`config.mk`:
```
export PLATFORM = sky130hd
export DESIGN_NAME = pwm_capture_core
export DESIGN_NICKNAME = d
export VERILOG_FILES = /design/src/rtl/pwm_capture_core.sv
export SDC_FILE = /design/constraint.sdc
export NUM_CORES = 1
export LEC_CHECK = 0
export ABC_CLOCK_PERIOD_IN_PS = 2400
export CORE_MARGIN = 2
export CORE_UTILIZATION = 54
export DETAILED_ROUTE_END_ITERATION = 8
export PLACE_DENSITY = 0.81
export SYNTH_ARGS = -nofsm -noshare
export SYNTH_HDL_FRONTEND = slang
export SYNTH_SLANG_ARGS = --single-unit
```
`constraint.sdc`:
```
create_clock -name clk -period 2.4 [get_ports clk]
set_input_delay 0.24 -clock clk [delete_from_list [all_inputs] [get_ports clk]]
set_output_delay 0.24 -clock clk [all_outputs]
set_load 0.02 [all_outputs]
```
`src/rtl/pwm_capture_core.sv`:
```
// PWM input capture: measures period and high time of pwm_in in clk cycles,
// reporting each result as a one-cycle valid pulse with held result registers.
module pwm_capture_core #(
    parameter int unsigned counter_width_p = 16,
    parameter int unsigned sync_stages_p   = 2
) (
    input  logic                       clk,
    input  logic                       rst_n,
    input  logic                       pwm_in,
    input  logic                       cr_enable,
    output logic                       meas_valid,
    output logic [counter_width_p-1:0] meas_period,
    output logic [counter_width_p-1:0] meas_high,
    output logic                       meas_timeout,
    output logic                       meas_level
);

    localparam logic [counter_width_p-1:0] CntMax = '1;
    localparam logic [counter_width_p-1:0] CntOne = counter_width_p'(1);

    typedef enum logic [1:0] {
        ST_IDLE,
        ST_HIGH,
        ST_LOW
    } state_e;

    state_e                     state_q, state_d;
    logic [sync_stages_p-1:0]   sync_q;
    logic                       s_q;
    logic [counter_width_p-1:0] cnt_q, cnt_d;
    logic [counter_width_p-1:0] high_lat_q, high_lat_d;
    logic                       valid_q, valid_d;
    logic [counter_width_p-1:0] period_q, period_d;
    logic [counter_width_p-1:0] high_q, high_d;
    logic                       tmo_q, tmo_d;
    logic                       lvl_q, lvl_d;

    logic s, rise, fall, timeout;

    assign s       = sync_q[sync_stages_p-1];
    assign rise    = s & ~s_q;
    assign fall    = ~s & s_q;
    // A rise at the counter limit is a valid edge, so it takes precedence.
    assign timeout = (cnt_q == CntMax) && !rise;

    always_ff @(posedge clk or negedge rst_n) begin
        if (!rst_n) begin
            sync_q     <= '0;
            s_q        <= 1'b0;
            state_q    <= ST_IDLE;
            cnt_q      <= '0;
            high_lat_q <= '0;
            valid_q    <= 1'b0;
            period_q   <= '0;
            high_q     <= '0;
            tmo_q      <= 1'b0;
            lvl_q      <= 1'b0;
        end else begin
            sync_q     <= {sync_q[sync_stages_p-2:0], pwm_in};
            s_q        <= s;
            state_q    <= state_d;
            cnt_q      <= cnt_d;
            high_lat_q <= high_lat_d;
            valid_q    <= valid_d;
            period_q   <= period_d;
            high_q     <= high_d;
            tmo_q      <= tmo_d;
            lvl_q      <= lvl_d;
        end
    end

    always_comb begin
        state_d    = state_q;
        cnt_d      = cnt_q;
        high_lat_d = high_lat_q;
        valid_d    = 1'b0;
        period_d   = period_q;
        high_d     = high_q;
        tmo_d      = tmo_q;
        lvl_d      = lvl_q;

        if (!cr_enable) begin
            state_d = ST_IDLE;
            cnt_d   = '0;
        end else if (timeout) begin
            valid_d  = 1'b1;
            tmo_d    = 1'b1;
            period_d = CntMax;
            high_d   = s ? CntMax : '0;
            lvl_d    = s;
            cnt_d    = CntOne;
            state_d  = ST_IDLE;
        end else begin
            cnt_d = rise ? CntOne : cnt_q + CntOne;
            case (state_q)
                ST_IDLE: if (rise) state_d = ST_HIGH;
                ST_HIGH: begin
                    if (fall) begin
                        high_lat_d = cnt_q;
                        state_d    = ST_LOW;
                    end
                end
                ST_LOW: begin
                    if (rise) begin
                        valid_d  = 1'b1;
                        period_d = cnt_q;
                        high_d   = high_lat_q;
                        tmo_d    = 1'b0;
                        lvl_d    = 1'b0;
                        state_d  = ST_HIGH;
                    end
                end
                default: state_d = ST_IDLE;
            endcase
        end
    end

    assign meas_valid   = valid_q;
    assign meas_period  = period_q;
    assign meas_high    = high_q;
    assign meas_timeout = tmo_q;
    assign meas_level   = lvl_q;

endmodule

```
**Yosys cells after proc, flatten, opt, wreduce, memory -nomap -nowiden**

Index checks and enable logic that the tools add are counted.

- Flip-flop bits (word level): 72
- Bits of input ports: 4

- Add/subtract/negate cells: 1
- Equal/unequal tests: 5
- Mux-type cells: 23
- Bitwise operators: 5
- Reductions and logical operators: 9

Operator list:

| kind | count |
|---|---|
| $mux 16 | 10 |
| $add 16x1->16 const B | 1 |
| $eq 16x16->1 const B | 1 |
| $mux 1 | 8 |
| $mux 2 | 4 |
| $ne 4x2->1 const B | 1 |
| $ne 4x4->1 const B | 1 |
| $pmux 2 s2 | 1 |
| $reduce_and 4->1 | 1 |
| $reduce_bool 2->1 | 2 |
| $not 1->1 | 3 |
| $reduce_and 3->1 | 1 |
| $and 1x1->1 | 2 |
| $eq 2x1->1 const B | 1 |
| $eq 2x2->1 const B | 1 |
| $logic_not 2->1 | 1 |
| $reduce_and 2->1 | 1 |
| $reduce_or 2->1 | 1 |
| $logic_and 1x1->1 | 1 |
| $logic_not 1->1 | 1 |

**Depth between registers and ports, before layout**

- Depth after elaboration: 6
- Mapped depth: 7
- Gate-level depth less buffers: 6

**Worst setup path after synthesis**

Ideal clock, no wire load.

- Path kind: register to register
- Start point: register cnt_q[0]
- End point: register high_lat_q[10]
- Data arrival time: 1.923 ns
- Required time: 2.275 ns
- Slack: 0.353 ns
- Stages on the path, launching flop included: 8
- Clock period less this slack: 2.047 ns
- Cells stage by stage: dfrtp_1 ha_1 nand3_2 nor4_4 or4_1 buf_4 buf_6 mux2_2

- Word-level cells in the longest chain between the ends: 4

RTL lines:

| element | line | RTL |
|---|---|---|
| start: declaration | 30 | `logic [counter_width_p-1:0] cnt_q, cnt_d;` |
| start signal: assignment | 62 | `cnt_q <= cnt_d;` |
| $eq 16x16->1 | 44 | `assign timeout = (cnt_q == CntMax) && !rise;` |
| $logic_and 1x1->1 | 44 |  |
| $not 1->1 (no source line) | - |  |
| $reduce_and 4->1 (no source line) | - |  |
| end signal: assignment | 63 | `high_lat_q <= high_lat_d;` |
| end: declaration | 31 | `logic [counter_width_p-1:0] high_lat_q, high_lat_d;` |

Every way passes these cells.
A chain may end at the register's enable or synchronous reset.

**Worst setup path after layout**

- Start point: register cnt_q[0]
- End point: register high_q[9] (netlist: meas_high[9])

- Word-level cells in the longest chain between the ends: 4
- Elaborated cells on any way between the ends: 6

RTL lines:

| element | line | RTL |
|---|---|---|
| $eq 16x16->1 (*) | 44 |  |
| $logic_and 1x1->1 (*) | 44 |  |
| $reduce_bool 2->1 (no source line) | - |  |
| $reduce_and 3->1 (no source line) | - |  |
| end signal: assignment | 66 | `high_q <= high_d;` |
| end: declaration | 34 | `logic [counter_width_p-1:0] high_q, high_d;` |

Mark *: on every way between the ends. The rest lies on a longest branch, timed or not.

==> metrics.txt <==
first-pass GRT wire length 9.93 mm; Port-buffer cells 38; WHS 0.353 ns; TritonCTS clock tree built; clk_lat worst skew 0.34 ns; die area 5990 sq um; ratio of cells with drive above 1 in the final layout 25.6%; Final period util 90.5%; Async SR Flop Fraction 100%; clk_skew 0.00730 ns; Initial DRT Pass Iterations 4; Post-DP HPWL 3.85 mm; hold crit path type flip-flop to flip-flop; combinational share of power 6.0%; Sw Ratio 21.3%; sequential share of power 49.8%; CP arrival 2.45 ns; H-tree depth 3; drt first-iter violations 98; worst path cell trace ha_1, nand3_2, buf_4, or4_4, nor3_4, buf_4, a221o_2; n_diodes 0; Post-synth EDFFs 0; worst-margin pin slew 0.558 ns; Routed WL 5.86 mm; status finished clean; Max Slew Vio Count 0; P_sw 542 uW; pwr dens 698 nW/um^2; Unique masters post-synth 38; CP endpoint kind flip-flop; P_int 2000 uW; Die Width 77.4 microns; Critical Path Fanout Max 17; Reg area 1800 sq um; Post-route DRC 0; fillcell total 387; Starting Density 56.6%; DRT antenna net count 0; I/O pins 39; drt wl/cell 17.2 microns; Worst Setup Start Kind flip-flop; die height 77.4 microns; largest net degree at the start of global routing 44; Core ar. 5140 sq um; Post-synth top flop dfrtp_1; Fin. Hold Viols 0; CP max-delay cell or4_4; mapped cell area 2910 sq um; clock root cell clkbuf_8; deepest clock path buffer count 2; clock share of power 44.2%; Required @ worst endpoint 2.68 ns; Core Util, Final 70.7%; number of global-route vias before repair 1,974; Pwr Total 2540 uW; number of core rows 26; Max Cap Viol 0; crit-path max cell delay 0.57 ns; gr ovfl total 0; vias per cell 5.73; #FFs+latches synth 72; post-synthesis sequential area ratio 61.9%; GPL Wtd Cong 0.828; Peak VDD IR 0.428 mV; CP dominant cell by count buf_4; Area Overhead vs Synth 24.9%; Gate Count Post-Synth 213; crit path time final 2.17 ns; yosys warns 0; syn_area_per_cell 13.7 sq um; post-synthesis net count 218; CTS Sinks 72; antenna violations before repair 0; Crit Path Category flip-flop to flip-flop; Tot GR Track Use 21.7%; area of the multi-input gates 1010 sq um; via count 1,949; # setup viols final 0; TritonCTS Buffers 9; RSZ-0062 raised after global routing no; clock transition at the registers of the reported paths 0.07 ns; leakage 0.00159 uW; maximum clock rate 0.460 GHz; nets@finish 270; Slew headroom 62.7%
==> cell usage in the layout (no fill, tap or decap), types with 2 or more instances in the layout <==
| cell type | instances |
|---|---|
| clkinv_2 | 3 |
| nor2_1 | 22 |
| bufinv_16 | 3 |
| nand2b_1 | 2 |
| mux2_2 | 16 |
| a31oi_1 | 2 |
| a211o_1 | 2 |
| nor4_1 | 4 |
| buf_4 | 12 |
| a2bb2oi_1 | 3 |
| nand4_1 | 3 |
| nor3_1 | 3 |
| nand2_1 | 5 |
| nand3_1 | 6 |
| clkdlybuf4s50_1 | 37 |
| inv_1 | 6 |
| clkbuf_8 | 9 |
| a221o_2 | 16 |
| o22a_1 | 12 |
| dfrtp_1 | 72 |
| xnor2_1 | 13 |
==> sequential cells by signal, summed over array words and instances (netlist names) <==
name,flops
meas_level,1
high_lat_q,16
meas_high,16
s_q,1
meas_timeout,1
meas_valid,1
state_q,2
sync_q,2
meas_period,16
cnt_q,16
==> cells in the mapped netlist (all sizes together) (3+ instances only) <==
| master | instances | area, sq um |
|---|---|---|
| a221o | 16 | 180 |
| a2bb2oi | 3 | 26.3 |
| buf | 7 | 58.8 |
| clkbuf | 3 | 22.5 |
| dfrtp | 72 | 1800 |
| inv | 6 | 22.5 |
| mux2 | 16 | 180 |
| nand2 | 5 | 18.8 |
| nand3 | 7 | 40.0 |
| nand4 | 4 | 40.0 |
| nor2 | 22 | 82.6 |
| nor3 | 4 | 31.3 |
| nor4 | 5 | 46.3 |
| o22a | 13 | 115 |
| xnor2 | 13 | 114 |
==> cells by family (layout without fill, tap and decap cells) <==
group / count (synthesis) / count (layout) / share of synthesized area (%)
flip-flops: 72 / 72 / 61.9
AND/OR/NAND/NOR: 52 / 52 / 10.2
AO/OA/AOI/OAI: 41 / 41 / 13.4
buffers and inverters: 17 / 74 / 3.70
multiplexers: 16 / 16 / 6.19
XOR/XNOR: 14 / 14 / 4.21
adder cells (fa/ha/maj): 1 / 1 / 0.430
==> stage by stage <==
step           std cells  cell area (sq um)  worst slack (ns)  setup TNS (ns)
6_report             340               3640             0.228               0
5_1_grt              340               3640             0.134               0
4_1_cts              340               3640             0.229               0
3_5_place_dp         323               3380            -0.241           -3.30
3_3_place_gp         323               3380            -0.173           -2.09
2_1_floorplan        213               2910             0.353               0
==> what timing repair did <==
| action | 4_1_cts | 5_1_grt |
|---|---|---|
| hold buffers | 1 | 0 |
| resized for setup | 2 | 0 |
| setup buffers | 0 | 0 |
| setup endpoints to repair | 17 | 0 |
| hold endpoints to repair | 45 | 0 |
==> metal layers <==
metal | up-vias | global-route usage (%) | routed length [microns]
met5 | - | 0 | 0
met4 | 0 | 10.5 | 133
met3 | 11 | 3.72 | 203
met2 | 47 | 33.0 | 2780
met1 | 1007 | 30.5 | 2750
li1 | 884 | - | -
==> layout make-up <==
| cell class | instances | area share, % |
|---|---|---|
| Sequential cell | 72 | 49.6 |
| Timing Repair Buffer | 51 | 13.1 |
| Inverter | 7 | 0.757 |
| Clock inverter | 6 | 2.96 |
| Clock buffer | 10 | 3.51 |
| Multi-Input combinational cell | 124 | 27.7 |
| Tap cell | 70 | 2.41 |
==> worst paths after layout <==
check | from | end | slack, ns | cells after the start
worst max-delay path | cnt_q[0] | meas_high[9] | 0.23 | 7
worst min-delay path | sync_q[0] | sync_q[1] | 0.35 | 0
worst max register to register | cnt_q[0] | meas_high[9] | 0.23 | 7
worst min register to register | sync_q[0] | sync_q[1] | 0.35 | 0
max in group asynchronous | rst_n | high_lat_q[15] | 1.52 | 3
min in group asynchronous | rst_n | meas_high[1] | 0.43 | 3
==> critical path: cells and delay by family (launching register included) <==
kind                     cells  cell delay (ns)
AND/OR/NAND/NOR              3             0.84
flip-flops                   1             0.45
AO/OA/AOI/OAI                1             0.14
adder cells (fa/ha/maj)      1             0.23
buffers and inverters        2             0.43
==> power by group through the flow <==
stage               clock, uW  sequential (uW)  combinational [uW]
CTS                      1140             1260                 155
finish                   1120             1260                 152
global placement            0             1290                 149
detailed placement          0             1290                 152
floorplan                   0             1300                52.5
global route             1180             1270                 166
No activity file was read; power rests on OpenSTA's default activity.
